`src/rtl/dsm_cic_decimator.sv`:
```
// -----------------------------------------------------------------------------
// dsm_cic_decimator
//
// Purpose:
//   Third-order CIC (sinc^3) decimator that turns the 1-bit density stream of
//   the delta-sigma modulator back into a DOUT_W-bit unsigned sample. The
//   decimation ratio is R = 2^RLOG with a differential delay of 1, so one
//   output sample is produced per R accepted input bits.
//
// Ports:
//   clock       in   1       system clock, rising edge
//   reset       in   1       synchronous, active-high; clears all state
//   din         in   1       modulator bitstream bit (1 = +full-scale density)
//   din_valid   in   1       din is consumed only on cycles where this is 1
//   dout        out  DOUT_W  reconstructed unsigned sample (held between strobes)
//   dout_valid  out  1       single-cycle strobe marking a new dout
//
// Parameters:
//   RLOG    log2 of the decimation ratio, 1..8, with 3*RLOG <= DOUT_W
//   DOUT_W  output sample width
// -----------------------------------------------------------------------------
module dsm_cic_decimator #(
  parameter int RLOG   = 6,
  parameter int DOUT_W = 20
) (
  input  logic              clock,
  input  logic              reset,
  input  logic              din,
  input  logic              din_valid,
  output logic [DOUT_W-1:0] dout,
  output logic              dout_valid
);

  // Full-scale CIC gain is R^3 = 2^(3*RLOG); one extra bit lets the all-ones
  // frame (exactly R^3) be represented without aliasing to zero.
  localparam int IW    = 3 * RLOG + 1;
  localparam int SHIFT = DOUT_W - 3 * RLOG;

  // ---------------------------------------------------------------------------
  // Integrator section (runs at input rate, frozen on din_valid=0)
  // ---------------------------------------------------------------------------
  logic [IW-1:0]   int1_q, int2_q, int3_q;
  logic [IW-1:0]   int1_d, int2_d, int3_d;
  logic [RLOG-1:0] decim_cnt_q;
  logic [1:0]      warm_q;
  logic            tick;

  // Each stage chains the value the previous stage is producing this cycle,
  // so the captured int3_d already includes the current input bit.
  always_comb begin
    int1_d = int1_q + IW'(din);
    int2_d = int2_q + int1_d;
    int3_d = int3_q + int2_d;
  end

  // Count is R-1 exactly when all RLOG bits are set.
  assign tick = din_valid && (&decim_cnt_q);

  // ---------------------------------------------------------------------------
  // Comb section (runs at decimated rate). Every stage carries a valid bit and
  // a strobe-enable bit so a tick can enter every cycle if needed (RLOG=1).
  // Stage 0: comb input capture  (edge 0 = tick edge)
  // Stage 1: C1 = x  - x(-1)     (edge 1)
  // Stage 2: C2 = C1 - C1(-1)    (edge 2)
  // Stage 3: C3 = C2 - C2(-1)    (edge 3)
  // Output : scale + saturate    (edge 4)
  // ---------------------------------------------------------------------------
  logic [IW-1:0] comb_in_q, comb_in_dly_q;
  logic [IW-1:0] comb1_q, comb1_dly_q;
  logic [IW-1:0] comb2_q, comb2_dly_q;
  logic [IW-1:0] comb3_q;
  logic          stg0_vld_q, stg1_vld_q, stg2_vld_q, stg3_vld_q;
  logic          stg0_stb_q, stg1_stb_q, stg2_stb_q, stg3_stb_q;

  logic [DOUT_W:0]   scaled_wide;
  logic [DOUT_W-1:0] dout_d;
  logic [DOUT_W-1:0] dout_q;
  logic              dout_valid_q;

  // Left-align the comb result in the output word. Only the all-ones frame
  // reaches 2^DOUT_W, which is clamped to the largest representable code.
  always_comb begin
    scaled_wide = (DOUT_W + 1)'(comb3_q) << SHIFT;
    if (scaled_wide[DOUT_W]) begin
      dout_d = '1;
    end else begin
      dout_d = scaled_wide[DOUT_W-1:0];
    end
  end

  always_ff @(posedge clock) begin
    if (reset) begin
      int1_q        <= '0;
      int2_q        <= '0;
      int3_q        <= '0;
      decim_cnt_q   <= '0;
      warm_q        <= '0;
      comb_in_q     <= '0;
      comb_in_dly_q <= '0;
      comb1_q       <= '0;
      comb1_dly_q   <= '0;
      comb2_q       <= '0;
      comb2_dly_q   <= '0;
      comb3_q       <= '0;
      stg0_vld_q    <= 1'b0;
      stg1_vld_q    <= 1'b0;
      stg2_vld_q    <= 1'b0;
      stg3_vld_q    <= 1'b0;
      stg0_stb_q    <= 1'b0;
      stg1_stb_q    <= 1'b0;
      stg2_stb_q    <= 1'b0;
      stg3_stb_q    <= 1'b0;
      dout_q        <= '0;
      dout_valid_q  <= 1'b0;
    end else begin
      // Integrators and decimation counter.
      if (din_valid) begin
        int1_q      <= int1_d;
        int2_q      <= int2_d;
        int3_q      <= int3_d;
        decim_cnt_q <= decim_cnt_q + RLOG'(1);
      end

      // Tick: capture the newest integrator value and advance warm-up.
      // The first two decimated samples still see the zero history in the
      // comb delays, so only the third tick onward is allowed to strobe.
      if (tick) begin
        comb_in_q <= int3_d;
        if (warm_q != 2'd3) begin
          warm_q <= warm_q + 2'd1;
        end
      end
      stg0_vld_q <= tick;
      stg0_stb_q <= tick && warm_q[1];

      // Comb stage 1.
      if (stg0_vld_q) begin
        comb1_q       <= comb_in_q - comb_in_dly_q;
        comb_in_dly_q <= comb_in_q;
      end
      stg1_vld_q <= stg0_vld_q;
      stg1_stb_q <= stg0_stb_q;

      // Comb stage 2.
      if (stg1_vld_q) begin
        comb2_q     <= comb1_q - comb1_dly_q;
        comb1_dly_q <= comb1_q;
      end
      stg2_vld_q <= stg1_vld_q;
      stg2_stb_q <= stg1_stb_q;

      // Comb stage 3.
      if (stg2_vld_q) begin
        comb3_q     <= comb2_q - comb2_dly_q;
        comb2_dly_q <= comb2_q;
      end
      stg3_vld_q <= stg2_vld_q;
      stg3_stb_q <= stg2_stb_q;

      // Output register: dout only changes together with a strobe.
      dout_valid_q <= stg3_vld_q && stg3_stb_q;
      if (stg3_vld_q && stg3_stb_q) begin
        dout_q <= dout_d;
      end
    end
  end

  assign dout       = dout_q;
  assign dout_valid = dout_valid_q;

endmodule

```
`config.mk`:
```
export PLATFORM = sky130hd
export DESIGN_NAME = dsm_cic_decimator
export DESIGN_NICKNAME = d
export VERILOG_FILES = /design/src/rtl/dsm_cic_decimator.sv
export SDC_FILE = /design/constraint.sdc
export NUM_CORES = 1
export LEC_CHECK = 0
export CELL_PAD_IN_SITES_DETAIL_PLACEMENT = 2
export CELL_PAD_IN_SITES_GLOBAL_PLACEMENT = 2
export CORE_UTILIZATION = 35
export DETAILED_ROUTE_END_ITERATION = 6
export PLACE_DENSITY_LB_ADDON = 0.1
export SYNTH_ARGS = -nofsm -noshare
export SYNTH_HDL_FRONTEND = slang
export SYNTH_SLANG_ARGS = --single-unit
```
`constraint.sdc`:
```
create_clock -name clock -period 4.5 [get_ports clock]
set_input_delay 0.675 -clock clock [delete_from_list [all_inputs] [get_ports clock]]
set_output_delay 0.675 -clock clock [all_outputs]
set_load 0.005 [all_outputs]
```
Yosys cells after proc, flatten, opt, wreduce, memory -nomap -nowiden

Cells that the tools add are included.

Input port bits: 4
Output and inout port bits: 21
Flip-flop bits (word level): 227
Word-level logic and storage cells: 37

Equality and inequality tests: 1
Add/subtract/negate cells: 8
Reductions and logical operators: 5
Muxes and demuxes: 1

Operators with widths:

| operator                                      | count |
|---|---|
| subtractor 19 bit                             | 3 |
| adder 19 bit                                  | 2 |
| 2-to-1 mux 20 bit                             | 1 |
| adder 19 x 1 -> 19 bit                        | 1 |
| adder 6 x 1 -> 6 bit (second input constant)  | 1 |
| AND reduction 6 bit                           | 1 |
| logical AND 1 bit                             | 3 |
| adder 2 x 1 -> 2 bit (second input constant)  | 1 |
| inequality test 2 bit (second input constant) | 1 |
| AND reduction 2 bit                           | 1 |

Logic depth before layout (Yosys ltp)

Word-level depth: 3
Depth in mapped cells: 23
Gate-level depth less buffers: 22

Least setup slack after synthesis

OpenSTA, ideal clock, no wires.

Path kind: input to register
Start: input port din
End: register int3_q[18]
Stages on the path: 21
Slack: -110 ps
Buffers on the path: 1
Required time: 4360 ps
Arrival: 4470 ps
Cell sequence: ha_1 > nand2_1 > nor2_1 > and3_1 > and4_1 > and2_1 > clkbuf_1 > nand2_1 > xnor2_1 > ha_1 > o21a_1 > a41oi_1 > a21oi_1 > xor2_1 > ha_1 > a21o_1 > or3_1 > o2111a_1 > a211oi_1 > xor2_1 > a211oi_1

Word-level cells in the longest chain between the ends: 3

Ends and longest elaborated chain:

| item                   | line | source |
|---|---|---|
| start, declared        | 28   | `input logic din,` |
| adder 19 x 1 -> 19 bit | 51   | `int1_d = int1_q + IW'(din);` |
| named net int1_d[13]   | 43   | `logic [IW-1:0] int1_d, int2_d, int3_d;` |
| adder 19 bit           | 52   | `int2_d = int2_q + int1_d;` |
| named net int2_d[15]   | 43   |  |
| adder 19 bit           | 53   | `int3_d = int3_q + int2_d;` |
| end signal, assigned   | 120  | `int3_q <= int3_d;` |
| end, declared          | 42   | `logic [IW-1:0] int1_q, int2_q, int3_q;` |

The timed path passes the listed nets, and every way through them passes these cells.
A chain may end at the register's enable or synchronous reset.

Final worst setup path

Start: register int1_q[0]
End: register comb_in_q[18]

Word-level cells in the longest chain between the ends: 3

Ends and longest elaborated chain:

| item                   | line | source |
|---|---|---|
| start, declared        | 42   |  |
| start signal, assigned | 118  | `int1_q <= int1_d;` |
| adder 19 x 1 -> 19 bit | 51   |  |
| named net int1_d[13]   | 43   |  |
| adder 19 bit           | 52   |  |
| named net int2_d[15]   | 43   |  |
| adder 19 bit           | 53   |  |
| end signal, assigned   | 128  | `comb_in_q <= int3_d;` |
| end, declared          | 68   | `logic [IW-1:0] comb_in_q, comb_in_dly_q;` |

The timed path passes the listed nets, and every way through them passes these cells.

==> results.md <==
- First-pass GRT wire length: 59000 um
- Warnings from Yosys: 0
- Tcrit/Tclk final: 99.1%
- Hold Path Origin: stg2_stb_q
- Max FO, Critical Path: 4
- Antenna Nets Post-Route: 0
- Share of cells above drive strength 1: 14.2%
- Fin area: 15400 um2
- #FFs+latches synth: 226
- Count leader, synth: dfxtp_1
- Initial Util: 35.6%
- Mapped Nets: 1610
- Met2 Routed Length: 19600 um
- Remaining global-route overflow: 0
- R2r startpoint: int1_q[0]
- Core Footprint: 35600 um2
- Final setup margin: 0.0394 ns
- Worst-path clk slew: 0.06 ns
- TritonCTS clock tree: yes
- Clk root buf: clkbuf_16
- Register area share after synthesis: 35.7%
- Hold Vio Cnt, Final: 0
- DR top layer: met4
- Min-delay worst type: reg -> reg
- Clk buf depth: 3
- Total negative slack: 0 ns
- PD cells: 299 nW/um2
- FF-to-FF setup slack: 0.04 ns
- RSZ-0062 raised after global routing: yes
- Post-layout min period: 4.46 ns
- WL met3: 662 um
- Min Hold Slack: 0.439 ns
- Number of distinct library cells after synthesis: 67
- Vias: 11000
- Gr usage total: 19.5%
- Die area: 37000 um2
- Synth Instances: 1502
- Critical path type: reg -> reg
- Sink Count: 226
- Hold EP: stg3_stb_q
- Starting DRT DRC Count: 202
- Reg2Reg Capture Point: comb_in_q[18]
- Leak: 6.32 nW
- DRC: 0
- Req. time, crit path: 4.91 ns
- Most area-consuming cells after synthesis: dfxtp_1 (36%), ha_1 (9.8%), mux2i_1 (8.4%)
- Placed instance area: 14100 um2
- Post-synth top cells: dfxtp_1 (226), nor2_1 (217), mux2i_1 (106)
- CP Capture Type: flop
- Net total in the final layout: 1716
- Largest net degree at the start of global routing: 116
- Io pins: 25
- Routed len/inst: 17.5 um
- Rel. slew slack: 31.3%
- DP Worst Slack: -0.949 ns
- Slew Limit Fails: 0
- Worst vdd ir: 289 uV
- Post-synth EDFFs: 0
- GP Congestion: 0.786
- Max-Cap Viols: 0
- Diode count: 0
- Met1 WL: 15200 um
- CTS Buf Count: 29
- Worst clock skew: 0.00975 ns
- Cell row count: 69
- Max Fclk: 224 MHz
- Top-area cell type share of the netlist area: 35.7%
- Reg2Reg Depth: 20
- CP Data Arrival Time: 4.87 ns
- Synthesis-to-layout area growth: 21.2%
- CTS H-tree lvls: 1
- Post-Syn Area: 12700 um2
- DP Wirelength: 26000 um
- Antenna violations before repair: 0
- Drt total wl: 36600 um
- Syn Area/Cell: 8.44 um2
- Vias/cell: 5.27
- Worst-margin pin slew: 1.01 ns
- Final setup viols: 0
- Hold path cells: 1
- Area leader, netlist: dfxtp_1
- Outcome: finished, final reports clean
- Clock Latency Late Sink: 0.57 ns
- Die W: 192 um
- First drt pass iteration count: 4
- Synth async-reset ratio: 0%
- Vias in the first global route: 11900
- Critical path launch point type: flop
- Die height: 192 um
- Synth Flop Type: dfxtp_1
- Number of port buffers: 24
[state kept, by name (all words and copies together), names as in the netlist, 6 cells and up]
name           cells
comb1_dly_q       19
comb1_q           19
comb2_dly_q       19
comb2_q           19
comb3_q           19
comb_in_dly_q     19
comb_in_q         19
dout              19
int1_q            19
int2_q            19
int3_q            19
decim_cnt_q        6
[kinds of logic after synthesis]
logic type | Yosys count | synth area share [%]
AO/OA/AOI/OAI | 279 | 14.5
flip-flops | 226 | 35.7
adder cells (fa/ha/maj) | 104 | 10.6
multiplexers | 108 | 8.55
XOR/XNOR | 92 | 6.36
AND/OR/NAND/NOR | 538 | 19.7
buffers and inverters | 155 | 4.65
[per-layer routing]
layer  GRT usage, %  up-vias
li1               -     5447
met1           21.2     5410
met2           38.7       88
met3           2.47       59
met4           5.30        0
met5              0        -
[stage by stage]
step,total power [W],util [%],instances
after floorplan,0.00218,-,1502
after global placement,0.00224,39.6,2029
after detailed placement,0.00224,39.6,2029
after CTS,0.00468,42.5,2083
after global routing,0.00477,43.2,2090
final,0.00459,43.2,2090
[worst max path at each step]
stage | slack [ns] | from | cells past startpoint | to
after floorplan | 0.002 | din | 18 | int3_q[18]
after global placement | -0.77 | din | 19 | comb_in_q[18]
after detailed placement | -0.95 | din | 22 | int3_q[18]
after CTS | 0.10 | din | 22 | comb_in_q[18]
after global routing | -0.17 | int1_q[0] | 20 | comb_in_q[18]
final | 0.04 | int1_q[0] | 20 | comb_in_q[18]
[placed cells by master (no fill, tap or decap), drive strengths merged, types with 10 or more instances in the layout]
master	Yosys	final
nor2b	16	16
a21oi	82	82
nand2	95	95
nor2	218	218
or3	17	17
nand4	10	10
dfxtp	226	226
ha	99	99
a21o	24	24
clkdlybuf4s50	0	21
nand3	46	46
buf	24	121
o21a	28	28
and3	15	15
o21ai	43	43
a211oi	23	23
a31oi	10	10
xor2	49	49
mux2i	106	106
clkbuf	44	41
inv	86	87
nor3	75	75
xnor2	43	43
nand2b	10	10
[where the power goes]
part           switching, W  leakage [nW]  total (W)  internal (W)
combinational      0.000110          4.01   0.000174     0.0000638
sequential        0.0000121          1.82    0.00203       0.00201
clock              0.000918         0.479    0.00239       0.00148
[critical path, cell delays in order, from the launching register on]
cell and delay [ns]:
dfxtp_4 0.37, ha_4 0.13, nand2_1 0.06, nor2_2 0.13
and3_4 0.25, and4_4 0.26, and2_4 0.15, nand2_1 0.07
xnor2_1 0.23, ha_1 0.32, o21a_1 0.15, a41oi_2 0.20
a21oi_2 0.10, xor2_1 0.16, ha_1 0.33, a21o_1 0.22
or3_4 0.34, o2111a_1 0.25, a211oi_2 0.22, xor2_1 0.25
a211oi_1 0.11
[layout make-up]
class	count	area [um2]
Tap cell	461	577
Inverter	87	327
Clock buffer	40	807
Multi-Input combinational cell	1121	7820
Clock inverter	12	174
Sequential cell	226	4530
Fill cell	3981	20200
Timing Repair Buffer	143	1120
[what timing repair did]
action	4_1_cts	5_1_grt
setup buffers	2	7
pin swaps	4	24
endpoints found under the setup margin	12	10
hold buffers	0	0
gates resized for setup	13	44
Power figures use the tool's default switching activity.
